--- config.mk ---
export PLATFORM = sky130hd
export DESIGN_NAME = irq_sched
export DESIGN_NICKNAME = d
export VERILOG_FILES = /design/src/rtl/irq_sched.sv
export SDC_FILE = /design/constraint.sdc
export NUM_CORES = 1
export LEC_CHECK = 0
export CAP_MARGIN = 5
export CELL_PAD_IN_SITES_DETAIL_PLACEMENT = 1
export CELL_PAD_IN_SITES_GLOBAL_PLACEMENT = 1
export CORE_MARGIN = 3
export CORE_UTILIZATION = 30
export DETAILED_ROUTE_END_ITERATION = 10
export GPL_TIMING_DRIVEN = 1
export PLACE_DENSITY_LB_ADDON = 0.1
export SYNTH_ARGS = -nofsm -noshare
export SYNTH_HDL_FRONTEND = slang
export SYNTH_SLANG_ARGS = --single-unit
--- constraint.sdc ---
create_clock -name clk -period 1.9 [get_ports clk]
set_input_delay 0.19 -clock clk [delete_from_list [all_inputs] [get_ports clk]]
set_output_delay 0.19 -clock clk [all_outputs]
set_load 0.01 [all_outputs]
--- src/rtl/irq_sched.sv ---
// Interrupt scheduler: latches request edges, masks them, grants one source by
// fixed priority (highest index) and drives the CPU interrupt line with hold/retry.

module irq_src_cell (
  input  logic clk,
  input  logic reset,
  input  logic req,
  input  logic clr,
  output logic pending
);
  logic req_q;

  // A fresh edge beats a same-cycle clear so that no request is lost.
  always_ff @(posedge clk or negedge reset) begin
    if (!reset) begin
      req_q   <= 1'b0;
      pending <= 1'b0;
    end else begin
      req_q   <= req;
      pending <= (pending & ~clr) | (req & ~req_q);
    end
  end
endmodule

module irq_sched #(
  parameter int N_SRC       = 6,
  parameter int HOLD_CYCLES = 6,
  parameter int CNT_W       = 8
) (
  input  logic             clk,
  input  logic             reset,
  input  logic [N_SRC-1:0] req,
  input  logic             mask_we,
  input  logic [N_SRC-1:0] mask_wdata,
  input  logic             ack,
  input  logic             eoi,
  output logic             interrupt,
  output logic [N_SRC-1:0] hwint,
  output logic [N_SRC-1:0] pending,
  output logic [N_SRC-1:0] mask,
  output logic             busy,
  output logic [CNT_W-1:0] retry_cnt
);
  localparam int HW = $clog2(HOLD_CYCLES + 1);

  typedef enum logic [1:0] {S_IDLE, S_ASSERT, S_SERVICE, S_GAP} state_t;

  state_t           state;
  logic [N_SRC-1:0] grant;
  logic [HW-1:0]    hold_cnt;
  logic [N_SRC-1:0] elig;
  logic [N_SRC-1:0] win;
  logic [N_SRC-1:0] pend_clr;

  assign pend_clr = (state == S_ASSERT && ack) ? grant : '0;
  assign elig     = pending & mask;
  assign busy     = (state != S_IDLE);

  for (genvar i = 0; i < N_SRC; i++) begin : g_src
    irq_src_cell u_cell (
      .clk     (clk),
      .reset   (reset),
      .req     (req[i]),
      .clr     (pend_clr[i]),
      .pending (pending[i])
    );
  end

  // Ascending scan: the last (highest) eligible index overwrites earlier ones.
  always_comb begin
    win = '0;
    for (int i = 0; i < N_SRC; i++) begin
      if (elig[i]) begin
        win    = '0;
        win[i] = 1'b1;
      end
    end
  end

  always_ff @(posedge clk or negedge reset) begin
    if (!reset) mask <= '1;
    else if (mask_we) mask <= mask_wdata;
  end

  always_ff @(posedge clk or negedge reset) begin
    if (!reset) begin
      state     <= S_IDLE;
      grant     <= '0;
      hold_cnt  <= '0;
      interrupt <= 1'b0;
      hwint     <= '0;
      retry_cnt <= '0;
    end else begin
      case (state)
        S_IDLE: begin
          if (elig != '0) begin
            state     <= S_ASSERT;
            grant     <= win;
            hwint     <= win;
            hold_cnt  <= HW'(HOLD_CYCLES - 1);
            interrupt <= 1'b1;
          end
        end
        S_ASSERT: begin
          if (ack) begin
            state     <= S_SERVICE;
            interrupt <= 1'b0;
          end else if (hold_cnt == '0) begin
            state     <= S_GAP;
            interrupt <= 1'b0;
            hwint     <= '0;
            grant     <= '0;
            if (retry_cnt != '1) retry_cnt <= retry_cnt + 1'b1;
          end else begin
            hold_cnt <= hold_cnt - 1'b1;
          end
        end
        S_SERVICE: begin
          if (eoi) begin
            state <= S_IDLE;
            grant <= '0;
            hwint <= '0;
          end
        end
        default: state <= S_IDLE;
      endcase
    end
  end
endmodule

; ---- After elaboration in Yosys (flattened, before gate mapping)
; Cells that the tools add are included.
[classes]
n_bitwise = 32
n_reduce_logical = 12
addsub = 2
muxes = 25
n_eq_ne = 9
[ops]
columns = operator, count
row1 = $mux W6, 8
row2 = $pmux W6 S3, 1
row3 = $not A1 Y1, 13
row4 = $and A1 B1 Y1, 12
row5 = $mux W3, 4
row6 = $mux W2, 5
row7 = $add A8 B1 Y8 const B, 1
row8 = $ne A2 B2 Y1 const B, 4
row9 = $ne A8 B8 Y1 const B, 1
row10 = $reduce_and A4 Y1, 2
row11 = $and A6 B6 Y6, 1
row12 = $or A1 B1 Y1, 6
row13 = $pmux W2 S3, 1
row14 = $pmux W3 S2, 1
row15 = $reduce_and A3 Y1, 2
row16 = $reduce_bool A6 Y1, 1
row17 = $reduce_and A5 Y1, 1
row18 = $mux W1, 4
row19 = $reduce_bool A2 Y1, 2
row20 = $logic_not A3 Y1, 1
row21 = $ne A3 B2 Y1 const B, 1
row22 = $reduce_bool A3 Y1, 1
row23 = $sub A3 B1 Y3 const B, 1
row24 = $eq A2 B1 Y1 const B, 1
row25 = 5 further kinds, 5
[totals]
reg_bits = 38
inputBits = 17
out_inout_bits = 28
word_cells = 98

; ---- Depth between registers and ports, before layout
[logic_depth]
ltp_word = 9
depth_mapped = 8
depth_no_buf = 6

; ---- Modules after synthesis
; From an unflattened synthesis, not the netlist that was laid out.
[unflattened]
hier_cells = 160
area_unflattened_um2 = 1965.6
[by_module_without_submodules]
columns = mod, n_inst, cells_per_inst, seq_area_each_um2, area_per_inst_um2
row1 = irq_sched, 1, 130, 658.1, 1545.2
row2 = irq_src_cell, 6, 5, 50.0, 70.1

; ---- Worst setup path before layout
; No wires, ideal clock.
[synth_timing]
kind = register to register
startpoint = register g_src[2].u_cell.pending
endpoint = register grant[0]
t_arrival_ns = 1.577
setup_ns = 0.128
path_buffers = 0
path_slack_ns = 0.195
stages_incl_launch_ff = 5
period_less_slack_ns = 1.705
required_time_ns = 1.772
path_cell_list = dfrtp_1 a222oi_1 nand4_2 nand3_2 mux2_1
[synth_between]
elab_chain_len = 7
word_cells_on_any_way = 10
cone_classes = 1 x eq/ne / 6 x mux / 1 x bitwise / 2 x reduce/logical
[synth_rtl]
columns = item, line_no
row1 = from (decl), 9  ; output logic pending
row2 = from (signal assigned), 20  ; pending <= (pending & ~clr) | (req & ~req_q);
row3 = $and A6 B6 Y6 *, 56  ; assign elig = pending & mask;
row4 = $mux W3, 73  ; if (elig[i]) begin
row5 = $mux W6 (3 in series), 73
row6 = $mux W6, 96  ; if (elig != '0) begin
row7 = $pmux W6 S3, 94  ; case (state)
row8 = to (signal assigned), 98  ; grant <= win;
row9 = to (decl), 49  ; logic [N_SRC-1:0] grant;
; Mark *: on every way between the ends. The rest lies on a longest branch, timed or not. The select of a mux whose other input is x is not followed.
; A chain may end at the register's enable or synchronous reset.

; ---- Final worst setup path
[layout_timing]
startpoint = register state[0]
endpoint = output busy
[layout_between]
elab_chain_len = 1
[layout_rtl]
columns = item, line_no
row1 = from (decl), 48  ; state_t state;
row2 = from (signal assigned), 87  ; state <= S_IDLE;
row3 = from (signal assigned), 97  ; state <= S_ASSERT;
row4 = from (signal assigned), 106  ; state <= S_SERVICE;
row5 = $reduce_bool A2 Y1, 57  ; assign busy = (state != S_IDLE);
row6 = to (decl), 41  ; output logic busy,
; Every way passes these cells.

==> results_dict.tcl <==
set metrics [dict create \
    cts_buffers 5 \
    max_stage_delay_ns 0.47 \
    die_y_um 83.2 \
    power_frac_seq 0.418 \
    synth_cells 163 \
    drcViolationCount 0 \
    synth-adder-area-share 0.0490 \
    path_cells "inv_1 -> ha_2 -> inv_1 -> clkdlybuf4s50_1" \
    synth.most_common_cell "dfrtp_1" \
    cpMostUsedCell "inv_1" \
    worstSetupEndpointType "output pin" \
    clkPwrFrac 0.219 \
    slowest_stage "clkdlybuf4s50_1" \
    ys_warn_count 0 \
    p_total_mw 2.63 \
    ys_ff_latch 38 \
    synth_top_area_frac 0.448 \
    switchingPower_mw 0.880 \
    rsz0062_at_grt "false" \
    post-route-util 0.426 \
    viasPerCell 4.74 \
    worst-path-buf-inv 3 \
    grt_overflow 0 \
    synth-async-reset-ratio 1.00 \
    synth-edff-count 0 \
    htree_num_levels 2 \
    yosys-top-cells-count "32 x dfrtp_1, 20 x nand2_1, 12 x inv_1" \
    cp-start-kind "flop" \
    core_area_um2 5640 \
    skew_ns 0.0134 \
    grt_usage 0.141 \
    arrival_ns 1.61 \
    timing.fmax_mhz 555 \
    slew_headroom 0.715 \
    synth_largest_area_cell "dfrtp_1" \
    p_per_area_nw_per_um2 1090 \
    drive_above_1_share 0.146 \
    tritoncts "yes" \
    synth_compound_area_frac 0.0917 \
    maxCapViolCount 0 \
    num_vias 1351 \
    synth_ff_type "dfrtp_1" \
    rrSetupSlack_ns 0.17 \
    yosysUniqueCellTypes 34 \
    synthSimpleGateAreaFrac 0.150 \
    seq_area_um2 958 \
    combinationalPowerShare 0.364 \
    wl_mm 4.39 \
    peakVddDrop_uv 572 \
    grt_first_pass_wirelength_mm 7.80 \
    netlist_area_um2 1790 \
    period_minus_slack_ns 1.80 \
    grt_max_degree 16 \
    grt_pass1_vias 1561 \
    gp_congestion 0.795 \
    hold_viol_final 0 \
    ys_seq_area_frac 0.536 \
    crit_fanout 7 \
    antenna_found_initial 0 \
    numClockSinks 38 \
    synth_top_family_by_area "simple AND/OR/NAND/NOR gates" \
    cp.required_ns 1.71 \
    fillers 628 \
    p_int_mw 1.75 \
    die_w_um 83.2 \
    n_antenna_cell 0 \
    nets 236 \
    setup-tns-final_ns 0 \
    mappedNetlistNets 187 \
    worst_pin_slew_ns 0.425 \
    synth.area.mux_share 0.0819 \
    finalCritPeriodShare 0.948 \
    insertion_delay_ns 0.29 \
    drt_iter0_drc 43 \
    drv_slew 0 \
    drtPass1Iterations 4 \
    die-area_um2 6920 \
    sw_frac_of_total 0.335 \
    root_buffer "clkbuf_8" \
    status "completed" \
    numPortBuffers 44 \
    io_pins 45 \
    cp_top_family "buffers and inverters" \
    hold_class "input pin to async pin" \
    area_growth_pct 34.6 \
    whs_ns 0.333 \
    clkTransAtPathRegs_ns 0.08 \
    critPathKind "flop to output pin" \
    setup_viol 0 \
    synth_area_per_cell_um2 11.0 \
    synth_area_leaders "dfrtp_1 45%, dfstp_2 8.8%, ha_1 4.9%, mux2_2 4.4%, nand2_1 4.2%" \
    multi_input_area_um2 729 \
    ant_nets 0 \
    leakage_nw 1.08 \
    cts.path.max_buffers 2 \
    start_util 0.317 \
    wire_per_inst_um 15.4 \
    hpwl_mm 3.30 \
    synth_xor_xnor_area_share 0.0343 \
    rows 27 \
]
final cells by class:
type / instances / area share
repair buffers: 51 / 0.204
clock buffers: 7 / 0.0359
multi-input cells: 104 / 0.303
clock inverters: 1 / 0.00208
well taps: 72 / 0.0375
inverters: 12 / 0.0187
flip-flops and latches: 38 / 0.399
per-stage QoR:
step,setup WS (ns),cell area [µm²],instances
floorplan,0.195,1790,163
global placement,0.161,2300,276
detailed placement,0.0565,2300,276
CTS,0.0798,2400,285
global route,0.00724,2400,285
finish,0.0997,2400,285
layout by cell type, fill, tap and decap left out, types with 3 or more instances in the layout:
cell type,count
mux2_2,7
o21ai_0,9
dfrtp_1,32
dfstp_2,6
ha_1,6
xnor2_1,5
nand3_1,5
inv_1,12
clkbuf_8,6
mux2_1,6
nand4_1,3
clkdlybuf4s50_1,43
nor2b_1,4
a21oi_1,5
nand2_1,20
buf_4,6
nor2_1,9
per-layer routing:
metal / vias up / GRT usage / share of wire
li1: 651 / - / -
met1: 665 / 0.188 / 0.49
met2: 29 / 0.224 / 0.47
met3: 6 / 0.0347 / 0.035
met4: 0 / 0.0446 / 0.0098
met5: - / 0 / 0
repair_timing:
| action | CTS | global route |
|---|---|---|
| pin swaps | 0 | 1 |
| cloned | 0 | 0 |
| setup buffers | 0 | 0 |
| setup endpoints to repair | 1 | 6 |
| gates resized for setup | 1 | 1 |
| hold buffers | 1 | 0 |
| hold endpoints to repair | 7 | 0 |
path summary, 6_finish.rpt:
check,from,to,cells after the start
setup / recovery,state[0]$_DFFE_PN0P_,busy,4
hold / removal,reset,interrupt$_DFFE_PN0P_,2
setup reg to reg,hold_cnt[0]$_DFFE_PN0P_,retry_cnt[5]$_DFFE_PN0P_,6
hold reg to reg,g_src[3].u_cell.req_q$_DFF_PN0_,g_src[3].u_cell.pending$_DFF_PN0_,1
max in group asynchronous,reset,mask[3]$_DFFE_PN1P_,3
min in group clk,req[3],g_src[3].u_cell.req_q$_DFF_PN0_,1
sequential cells by signal, summed over array words and instances, names as in the netlist:
signal / flops
g_src.u_cell.pending: 6
g_src.u_cell.req_q: 6
grant: 6
hold_cnt: 3
interrupt: 1
mask: 6
retry_cnt: 8
state: 2
kinds of logic after synthesis:
family,after synthesis
DFF,38
muxes,13
xor gates and xnor gates,7
and+or+nand+nor,52
adders and majority gates,7
AOI/OAI and AO/OA,25
buffers and inverters,21
power by group through the flow:
stage	Sequential, mW	Combinational, mW	Clock (mW)
CTS	1.10	0.978	0.605
detailed placement	1.11	0.962	0
global route	1.12	1.08	0.638
finish	1.10	0.956	0.575
floorplan	1.11	0.545	0
global placement	1.11	0.931	0
Power figures use the tool's default switching activity.
